## src/rtl/multicycle_ctrl_pkg.sv

```systemverilog
// Shared encodings for the multi-cycle RV32I sequencing controller:
// state codes, supported opcodes and ALU operation selects.
package multicycle_ctrl_pkg;

    typedef enum logic [2:0] {
        ST_IDLE   = 3'd0,
        ST_FETCH  = 3'd1,
        ST_DECODE = 3'd2,
        ST_EXEC   = 3'd3,
        ST_MEM    = 3'd4,
        ST_WB     = 3'd5,
        ST_TRAP   = 3'd6
    } state_e;

    localparam logic [6:0] OP_R      = 7'b0110011;
    localparam logic [6:0] OP_I      = 7'b0010011;
    localparam logic [6:0] OP_LOAD   = 7'b0000011;
    localparam logic [6:0] OP_STORE  = 7'b0100011;
    localparam logic [6:0] OP_BRANCH = 7'b1100011;
    localparam logic [6:0] OP_JAL    = 7'b1101111;

    localparam logic [1:0] ALUOP_ADD = 2'b00;
    localparam logic [1:0] ALUOP_BR  = 2'b01;
    localparam logic [1:0] ALUOP_R   = 2'b10;
    localparam logic [1:0] ALUOP_I   = 2'b11;

    function automatic logic op_supported(input logic [6:0] op);
        logic ok;
        case (op)
            OP_R, OP_I, OP_LOAD, OP_STORE, OP_BRANCH, OP_JAL: ok = 1'b1;
            default: ok = 1'b0;
        endcase
        return ok;
    endfunction

endpackage

```

## src/rtl/multicycle_ctrl_timer.sv

```systemverilog
// Memory wait counter: clears on phase entry, counts stalled cycles,
// saturates, and flags the last wait cycle allowed before a timeout.
module ctrl_timer #(
    parameter int unsigned MEM_TIMEOUT = 16,
    parameter int unsigned TMR_WIDTH   = 5
) (
    input  logic clk,
    input  logic rst,
    input  logic clr,
    input  logic inc,
    output logic expired
);

    localparam logic [TMR_WIDTH-1:0] CNT_MAX = '1;
    // Flag one cycle early so a stall of MEM_TIMEOUT cycles traps on its last cycle.
    localparam logic [TMR_WIDTH-1:0] LIMIT =
        TMR_WIDTH'((MEM_TIMEOUT == 0) ? 0 : MEM_TIMEOUT - 1);

    logic [TMR_WIDTH-1:0] cnt_q;
    logic [TMR_WIDTH-1:0] cnt_d;

    always_comb begin
        cnt_d = cnt_q;
        if (clr) begin
            cnt_d = '0;
        end else if (inc && (cnt_q != CNT_MAX)) begin
            cnt_d = cnt_q + 1'b1;
        end
    end

    always_ff @(posedge clk or negedge rst) begin
        if (!rst) begin
            cnt_q <= '0;
        end else begin
            cnt_q <= cnt_d;
        end
    end

    assign expired = (MEM_TIMEOUT != 0) && (cnt_q >= LIMIT);

endmodule

```

## src/rtl/multicycle_ctrl.sv

```systemverilog
// Sequencing controller stepping the shared datapath through
// FETCH/DECODE/EXEC/MEM/WB, with bounded memory waits and sticky traps.
module multicycle_ctrl
    import multicycle_ctrl_pkg::*;
#(
    parameter int unsigned OPCODE_WIDTH = 7,
    parameter int unsigned MEM_TIMEOUT  = 16,
    parameter int unsigned TMR_WIDTH    = 5
) (
    input  logic                    clk,
    input  logic                    rst,
    input  logic [OPCODE_WIDTH-1:0] opcode,
    input  logic                    imem_ready,
    input  logic                    dmem_ready,
    input  logic                    branch_taken,
    output logic                    imem_req,
    output logic                    ir_write,
    output logic                    pc_write,
    output logic                    pc_src,
    output logic                    branch,
    output logic                    memread,
    output logic                    memwrite,
    output logic                    memtoreg,
    output logic                    alusrc,
    output logic                    regwrite,
    output logic                    getpcplus4,
    output logic [1:0]              aluop,
    output logic                    instr_retired,
    output logic                    illegal,
    output logic                    bus_err,
    output logic [2:0]              state_o
);

    state_e                  state_q, state_d;
    logic [OPCODE_WIDTH-1:0] op_q, op_d;
    logic                    illegal_q, illegal_d;
    logic                    bus_err_q, bus_err_d;
    logic                    tmr_clr, tmr_inc, tmr_expired;
    logic [6:0]              op7;

    assign op7 = 7'(op_q);

    ctrl_timer #(
        .MEM_TIMEOUT(MEM_TIMEOUT),
        .TMR_WIDTH  (TMR_WIDTH)
    ) u_timer (
        .clk    (clk),
        .rst    (rst),
        .clr    (tmr_clr),
        .inc    (tmr_inc),
        .expired(tmr_expired)
    );

    always_comb begin
        state_d       = state_q;
        op_d          = op_q;
        illegal_d     = illegal_q;
        bus_err_d     = bus_err_q;
        tmr_inc       = 1'b0;
        tmr_clr       = 1'b0;
        imem_req      = 1'b0;
        ir_write      = 1'b0;
        pc_write      = 1'b0;
        pc_src        = 1'b0;
        branch        = 1'b0;
        memread       = 1'b0;
        memwrite      = 1'b0;
        memtoreg      = 1'b0;
        alusrc        = 1'b0;
        regwrite      = 1'b0;
        getpcplus4    = 1'b0;
        aluop         = ALUOP_ADD;
        instr_retired = 1'b0;

        unique case (state_q)
            ST_IDLE: state_d = ST_FETCH;
            ST_FETCH: begin
                imem_req = 1'b1;
                ir_write = imem_ready;
                if (imem_ready) begin
                    state_d = ST_DECODE;
                end else if (tmr_expired) begin
                    state_d   = ST_TRAP;
                    bus_err_d = 1'b1;
                end else begin
                    tmr_inc = 1'b1;
                end
            end
            ST_DECODE: begin
                op_d = opcode;
                if (op_supported(7'(opcode))) begin
                    state_d = ST_EXEC;
                end else begin
                    state_d   = ST_TRAP;
                    illegal_d = 1'b1;
                end
            end
            ST_EXEC: begin
                case (op7)
                    OP_R: begin
                        aluop   = ALUOP_R;
                        state_d = ST_WB;
                    end
                    OP_I: begin
                        aluop   = ALUOP_I;
                        alusrc  = 1'b1;
                        state_d = ST_WB;
                    end
                    OP_LOAD, OP_STORE: begin
                        alusrc  = 1'b1;
                        state_d = ST_MEM;
                    end
                    OP_BRANCH: begin
                        branch        = 1'b1;
                        aluop         = ALUOP_BR;
                        pc_write      = 1'b1;
                        pc_src        = branch_taken;
                        instr_retired = 1'b1;
                        state_d       = ST_FETCH;
                    end
                    OP_JAL: begin
                        getpcplus4    = 1'b1;
                        regwrite      = 1'b1;
                        pc_write      = 1'b1;
                        pc_src        = 1'b1;
                        instr_retired = 1'b1;
                        state_d       = ST_FETCH;
                    end
                    default: begin
                        state_d   = ST_TRAP;
                        illegal_d = 1'b1;
                    end
                endcase
            end
            ST_MEM: begin
                memread  = (op7 == OP_LOAD);
                memwrite = (op7 == OP_STORE);
                if (dmem_ready) begin
                    if (op7 == OP_LOAD) begin
                        state_d = ST_WB;
                    end else begin
                        pc_write      = 1'b1;
                        instr_retired = 1'b1;
                        state_d       = ST_FETCH;
                    end
                end else if (tmr_expired) begin
                    state_d   = ST_TRAP;
                    bus_err_d = 1'b1;
                end else begin
                    tmr_inc = 1'b1;
                end
            end
            ST_WB: begin
                regwrite      = 1'b1;
                memtoreg      = (op7 == OP_LOAD);
                pc_write      = 1'b1;
                instr_retired = 1'b1;
                state_d       = ST_FETCH;
            end
            ST_TRAP: state_d = ST_TRAP;
            default: state_d = ST_TRAP;
        endcase

        // Any phase change restarts the wait count for the next phase.
        tmr_clr = (state_d != state_q);
    end

    always_ff @(posedge clk or negedge rst) begin
        if (!rst) begin
            state_q   <= ST_IDLE;
            op_q      <= '0;
            illegal_q <= 1'b0;
            bus_err_q <= 1'b0;
        end else begin
            state_q   <= state_d;
            op_q      <= op_d;
            illegal_q <= illegal_d;
            bus_err_q <= bus_err_d;
        end
    end

    assign illegal = illegal_q;
    assign bus_err = bus_err_q;
    assign state_o = state_q;

endmodule
```

## config.mk

```make
export PLATFORM = sky130hd
export DESIGN_NAME = multicycle_ctrl
export DESIGN_NICKNAME = d
export VERILOG_FILES = /design/src/rtl/multicycle_ctrl_pkg.sv /design/src/rtl/multicycle_ctrl_timer.sv /design/src/rtl/multicycle_ctrl.sv
export SDC_FILE = /design/constraint.sdc
export NUM_CORES = 1
export LEC_CHECK = 0
export ABC_AREA = 1
export CORE_MARGIN = 8
export CORE_UTILIZATION = 50
export CTS_BUF_LIST = sky130_fd_sc_hd__clkbuf_8
export DETAILED_ROUTE_END_ITERATION = 6
export HOLD_SLACK_MARGIN = 0.08
export PLACE_DENSITY_LB_ADDON = 0.1
export SLEW_MARGIN = 30
export SYNTH_ARGS = -nofsm -noshare
export SYNTH_HDL_FRONTEND = slang
export SYNTH_HIERARCHICAL = 1
export SYNTH_SLANG_ARGS = --single-unit
```

## constraint.sdc

```tcl
create_clock -name clk -period 2.6 [get_ports clk]
set_clock_uncertainty 0.05 [all_clocks]
set_input_delay 0.26 -clock clk [delete_from_list [all_inputs] [get_ports clk]]
set_output_delay 0.26 -clock clk [all_outputs]
set_load 0.01 [all_outputs]
```

==> results of run 1 <==
per-layer routing:
| layer | GRT usage, % | up-vias |
|---|---|---|
| met3 | 3.40 | 4 |
| met1 | 16.3 | 553 |
| met2 | 24.1 | 36 |
| li1 | - | 628 |
| met5 | 0 | - |
| met4 | 5.72 | 0 |
layout make-up:
type	instances	area, um^2	share of cell area (%)
flip-flops and latches	17	425	26.7
well taps	30	37.5	2.36
clock buffers	3	41.3	2.59
inverters	28	105	6.60
multi-input cells	133	656	41.2
repair buffers	33	323	20.3
clock inverters	1	5.00	0.314
cells in the final DEF (no fill, tap or decap):
cell / instances
nand2_1: 56
clkdlybuf4s50_1: 30
nor2_1: 26
inv_1: 22
dfrtp_1: 17
nand3_1: 10
o21ai_0: 9
inv_2: 6
nand4_1: 5
nand2_2: 4
a21oi_1: 4
nor2_2: 4
clkbuf_8: 3
buf_4: 3
ha_1: 3
nor2_4: 2
nand3_2: 2
nor2_8: 1
nor3_1: 1
o21ai_1: 1
a211oi_1: 1
nor3b_1: 1
a31o_2: 1
clkinv_2: 1
o21ai_2: 1
xor2_1: 1
flip-flops by register name (all words and copies together) (netlist names):
register       count
bus_err            1
op7                7
u_timer/cnt_q      5
state_o            3
illegal            1
cells by family after synthesis:
group                    Yosys count  synth area share [%]
AO/OA/AOI/OAI                     17                  7.54
flip-flops                        17                  35.1
buffers and inverters             32                  11.1
adder cells (fa/ha/maj)            3                  3.10
AND/OR/NAND/NOR                  112                  42.5
XOR/XNOR                           1                 0.723
critical path, delay by kind of cell, from the launching register on:
family,cells,cell delay (ns)
adders and majority gates,2,0.37
and+or+nand+nor,13,1.20
buffers and inverters,2,0.18
AOI/OAI and AO/OA,1,0.09
DFF,1,0.41
per-stage QoR:
step,utilization (%),hold slack (ns),instances
floorplan,-,-0.0856,182
global placement,64.0,0.408,239
detailed placement,64.0,0.412,239
CTS,65.9,0.425,243
global route,66.7,0.440,245
finish,66.7,0.402,245
power by group:
part           internal (mW)  switching (mW)
Sequential             0.264               0
Combinational         0.0166          0.0136
Clock                  0.106          0.0897
Total                  0.387           0.103
what timing repair did:
item | CTS | global route
setup endpoints to repair | 0 | 3
buffers inserted | 0 | 2
resized for setup | 0 | 2
how the worst max path moves through the flow:
stage | startpoint | endpoint | slack, ns | cells past startpoint
2_1_floorplan | u_timer/cnt_q[0]$_DFFE_PN0P_ | u_timer/cnt_q[4]$_DFFE_PN0P_ | 0.45 | 17
3_3_place_gp | u_timer/cnt_q[0]$_DFFE_PN0P_ | u_timer/cnt_q[4]$_DFFE_PN0P_ | 0.30 | 17
3_5_place_dp | u_timer/cnt_q[0]$_DFFE_PN0P_ | u_timer/cnt_q[2]$_DFFE_PN0P_ | 0.19 | 18
4_1_cts | u_timer/cnt_q[0]$_DFFE_PN0P_ | u_timer/cnt_q[4]$_DFFE_PN0P_ | 0.18 | 18
5_1_grt | u_timer/cnt_q[0]$_DFFE_PN0P_ | u_timer/cnt_q[2]$_DFFE_PN0P_ | -0.01 | 18
6_report | u_timer/cnt_q[0]$_DFFE_PN0P_ | u_timer/cnt_q[2]$_DFFE_PN0P_ | 0.24 | 18
==> out/metrics.yaml, run 1 <==
synth:
  async_reset_ff_share_pct: 100
  synth_top_area_share_pct: 35.1
  synth_cell_types: 24
  yosys-top-cells-count: "nand2_1 (56), nor2_1 (26), inv_1 (22), dfrtp_1 (17)"
  yosysMostFrequentCell: "nand2_1"
  yosysTopAreaCell: "dfrtp_1"
  ys_seq_area_share_pct: 35.1
  syn_area_um2: 1210
  synth_seq_cells: 17
  synthTopCellsByArea: "dfrtp_1 (35%), nand2_1 (17%), nor2_1 (8.1%)"
  yosysWarnings: 6
  synth_edf_count: 0
  synth_flop_cell: "dfrtp_1"
  synth_fp_nets: 197
  synthCells: 182
  synth.avg_cell_area_um2: 6.65
outcome:
  outcome: "finished clean"
global_routing:
  grt_overflow: 0
  grt_pass1_wl_um: 4820
  grt_max_degree: 18
  grt_antenna_before_repair: 0
  grt_usage_pct: 14.0
  grt_pass1_vias: 1095
timing:
  period_share_pct: 90.6
  slew_viol_final: 0
  hold_viol: 0
  finalSetupViolCount: 0
  layout_min_cycle_time_ns: 2.36
  fmax_ghz: 0.424
  tightest_slew_ns: 0.765
  slew_headroom_pct: 48.8
  worst_slack_ns: 0.244
  setup_tns_ns: 0
critical_path:
  worstSetupPathType: "register to register"
  critPathLaunchType: "register"
  r2r_start: "u_timer/cnt_q[0]$_DFFE_PN0P_"
  cp_slowest_cell: "dfrtp_1"
  required_ns: 2.74
  crit_arrival_ns: 2.49
  end_kind: "register"
  rr_worst_depth: 18
  rrSetupSlack_ns: 0.24
  regToRegEndpoint: "u_timer/cnt_q[2]$_DFFE_PN0P_"
  worstPathCellList: "ha_1 > inv_1 > nor2_1 > ha_1 > nor2_1 > o21ai_2 > nor2_1 > nand3_1 > nand2_1 > nor2_1 > nand3_2 > nand2_1 > nand2_1 > nor2_1 > nand2_1 > inv_1 > nand4_1 > nand2_1"
  path_max_fanout: 5
  max_stage_delay_ns: 0.41
final_layout:
  syn_to_final_growth_pct: 31.5
  n_antenna_cell: 0
  drive_above_1_share_pct: 13.0
  nNetsFinal: 231
  fill_cells: 232
  final_area_um2: 1590
placement:
  dp_hpwl_um: 2450
  dpl_worst_slack_ns: 0.192
  placedInstanceArea_um2: 1530
  place_congestion: 0.863
  port-buffer-count: 30
clocking:
  htree_levels: 1
  cts_sinks: 17
  clkLatencyLatePin_ns: 0.25
  cts_root_buf: "clkbuf_8"
  cts_tree: "done"
  cts.clk_slew.worst_paths_ns: 0.07
  holdBufCountCts: 0
  clockBufferDepth: 2
  cts_made_buffers: 3
routing:
  drtIter0Drc: 56
  wl_met3_um: 192
  met1_length_um: 1240
  routed.top_layer: "met4"
  ant_nets: 0
  wl_per_cell_um: 12.0
  vias_per_cell: 4.98
  drt_wl_total_um: 2940
  vias: 1221
  post-route-drc-count: 0
  dr_wl_met2_um: 1460
  dr.pass1.iters: 4
hold_path:
  worstHoldPathType: "input port to asynchronous set/reset pin"
pwr:
  powerDensity_nw_per_um2: 308
  p_leak_nw: 0.792
  report.power.total_mw: 0.491
  vdd_drop_max_uv: 433
die:
  start_util_pct: 50.7
  rows: 18
  die_w_um: 65.2
  core_region_area_um2: 2390
  die_h_um: 65.2
  dieArea_um2: 4250
  pin_count: 31
run:
  drv_cap: 0
No activity file was read; power rests on OpenSTA's default activity.
==> run 2, diff against run 1 <==
--- a/config.mk
+++ b/config.mk
@@ -7,7 +7,7 @@
 export LEC_CHECK = 0
 export ABC_AREA = 1
 export CORE_MARGIN = 8
-export CORE_UTILIZATION = 50
+export CORE_UTILIZATION = 49
 export CTS_BUF_LIST = sky130_fd_sc_hd__clkbuf_8
 export DETAILED_ROUTE_END_ITERATION = 6
 export HOLD_SLACK_MARGIN = 0.08
==> out/metrics.yaml, run 2 (synthesis gave the netlist of run 1 again) <==
routing:
  drtIter0Drc: 50  # was 56
  ant_nets: 0  # unchanged
  wl_per_cell_um: 11.7  # was 12.0 um
  dr.pass1.iters: 4  # unchanged
  vias_per_cell: 4.99  # was 4.98
  drt_wl_total_um: 2850  # was 2940 um
  post-route-drc-count: 0  # unchanged
  vias: 1213  # was 1221
pwr:
  powerDensity_nw_per_um2: 314  # was 308 nW/um^2
  vdd_drop_max_uv: 374  # was 433 uV
  p_leak_nw: 0.781  # was 0.792 nW
critical_path:
  crit_start: "state_o[2]$_DFF_PN0_"  # was u_timer/cnt_q[0]$_DFFE_PN0P_
  max_stage_delay_ns: 0.57  # was 0.41 ns
  critPathLaunchType: "register"  # unchanged
  r2r_start: "u_timer/cnt_q[0]$_DFFE_PN0P_"  # unchanged
  worstPathCellList: "inv_2 > nor3_1 > nand3_1 > nand3_1 > clkdlybuf4s50_1"  # was ha_1 > inv_1 > nor2_1 > ha_1 > nor2_1 > o21ai_2 > nor2_1 > nand3_1 > nand2_1 > nor2_1 > nand3_2 > nand2_1 > nand2_1 > nor2_1 > nand2_1 > inv_1 > nand4_1 > nand2_1
  required_ns: 2.29  # was 2.74 ns
  worstSetupPathType: "register to primary output"  # was register to register
  rrSetupSlack_ns: 0.27  # was 0.24 ns
  end_kind: "primary output"  # was register
  path_max_fanout: 9  # was 5
  path_common_cell: "nand3_1"
  crit_arrival_ns: 2.06  # was 2.49 ns
  rr_worst_depth: 17  # was 18
  cp_slowest_cell: "dfrtp_1"  # unchanged
  regToRegEndpoint: "u_timer/cnt_q[4]$_DFFE_PN0P_"  # was u_timer/cnt_q[2]$_DFFE_PN0P_
clocking:
  cts_tree: "done"  # unchanged
  htree_levels: 1  # unchanged
  clockBufferDepth: 2  # unchanged
  cts_root_buf: "clkbuf_8"  # unchanged
  clkLatencyLatePin_ns: 0.26  # was 0.25 ns
  cts_sinks: 17  # unchanged
  cts_made_buffers: 3  # unchanged
  cts.clk_slew.worst_paths_ns: 0.07  # about the same
final_layout:
  seqCellArea_um2: 425  # unchanged
  n_antenna_cell: 0  # unchanged
  drive_above_1_share_pct: 12.2  # was 13.0%
  final_cell_mix: "nand2_1 (56), clkdlybuf4s50_1 (30), nor2_1 (26)"  # unchanged
  final_common_cell: "nand2_1"  # unchanged
  largest_reg_flops: 7  # unchanged
  syn_to_final_growth_pct: 30.3  # was 31.5%
  nNetsFinal: 229  # was 231
  multiInputGateArea_um2: 656  # unchanged
  fill_cells: 205  # was 232
global_routing:
  grt_max_degree: 18  # unchanged
  grt_pass1_vias: 1107  # was 1095
  grt_pass1_wl_um: 4720  # was 4820 um
  grt_usage_pct: 13.7  # was 14.0%
  grt_antenna_before_repair: 0  # unchanged
  grt_overflow: 0  # unchanged
die:
  dieArea_um2: 4320  # was 4250 um^2
  core_region_area_um2: 2410  # was 2390 um^2
  die_h_um: 65.7  # was 65.2 um
  die_w_um: 65.7  # was 65.2 um
  start_util_pct: 50.3  # was 50.7%
  rows: 18  # unchanged
  pin_count: 31  # unchanged
placement:
  dp_hpwl_um: 2290  # was 2450 um
  port-buffer-count: 30  # unchanged
  place_congestion: 0.915  # was 0.863
timing:
  fin_hold_ws_ns: 0.398  # was 0.402 ns
  fmax_ghz: 0.423  # was 0.424 GHz
  slew_viol_final: 0  # unchanged
  setup_tns_ns: 0  # unchanged
  slew_headroom_pct: 49.0  # was 48.8%
  tightest_slew_ns: 0.763  # was 0.765 ns
  finalSetupViolCount: 0  # unchanged
  grt_setup_unrepaired: "no"
  hold_viol: 0  # unchanged
  layout_min_cycle_time_ns: 2.37  # was 2.36 ns
  period_share_pct: 91.0  # was 90.6%
outcome:
  outcome: "finished clean"  # unchanged
run:
  drv_cap: 0  # unchanged
hold_path:
  worstHoldPathType: "input port to asynchronous set/reset pin"  # unchanged
-- run 2: changes by cell type in the layout (fill, tap and decap cells not counted), sizes merged --
cell | previous run | this run
buf | 3 | 1
-- run 2: repair_timing --
| action | in CTS | in global routing |
|---|---|---|
| hold buffers | 0 | 0 |
| setup endpoints to repair | 0 | 3 |
| resized for setup | 0 | 2 |
| setup buffers | 0 | 0 |
| hold endpoints to repair | 0 | 0 |
-- run 2: area by class of cell --
cell class                 count  area share [%]
multi-input combinational    133            41.6
sequential                    17            27.0
timing repair buffer          31            19.5
inverter                      28            6.66
clock buffer                   3            2.62
tap                           30            2.38
clock inverter                 1           0.317
-- run 2: how the worst max path moves through the flow --
stage / end / slack (ns)
after floorplan: u_timer/cnt_q[4]$_DFFE_PN0P_ / 0.45
after global placement: u_timer/cnt_q[4]$_DFFE_PN0P_ / 0.31
after detailed placement: u_timer/cnt_q[4]$_DFFE_PN0P_ / 0.19
after CTS: u_timer/cnt_q[4]$_DFFE_PN0P_ / 0.18
after global routing: u_timer/cnt_q[4]$_DFFE_PN0P_ / 0.01
final: instr_retired / 0.23
-- run 2: layer usage --
metal / up-vias / track usage [%] / share of wire (%) / wire [um]
li1: 634 / - / - / -
met1: 537 / 16.8 / 47 / 1330
met2: 37 / 21.4 / 45 / 1290
met3: 5 / 3.40 / 6.2 / 178
met4: 0 / 7.36 / 1.9 / 55
met5: - / 0 / 0 / 0
-- run 2: stage by stage --
stage | power, mW | std cells | instance area, um^2 | utilization (%) | setup slack, ns
finish | 0.496 | 243 | 1580 | 65.5 | 0.234
global route | 0.516 | 243 | 1580 | 65.5 | 0.0145
CTS | 0.500 | 243 | 1570 | 65.3 | 0.178
detailed placement | 0.300 | 239 | 1530 | 63.4 | 0.192
global placement | 0.299 | 239 | 1530 | 63.4 | 0.306
floorplan | 0.275 | 182 | 1210 | - | 0.454
-- run 2: where the power goes --
| group | total [mW] | internal, mW | switching [mW] |
|---|---|---|---|
| registers | 0.264 | 0.264 | 0 |
| clock network | 0.201 | 0.107 | 0.0949 |
| logic | 0.0301 | 0.0166 | 0.0135 |
-- run 2: worst max-delay path: cells and delay by family, from the launching register on --
| kind | cells | cell delay [ns] |
|---|---|---|
| and+or+nand+nor | 3 | 0.59 |
| buffers and inverters | 2 | 0.65 |
| DFF | 1 | 0.57 |
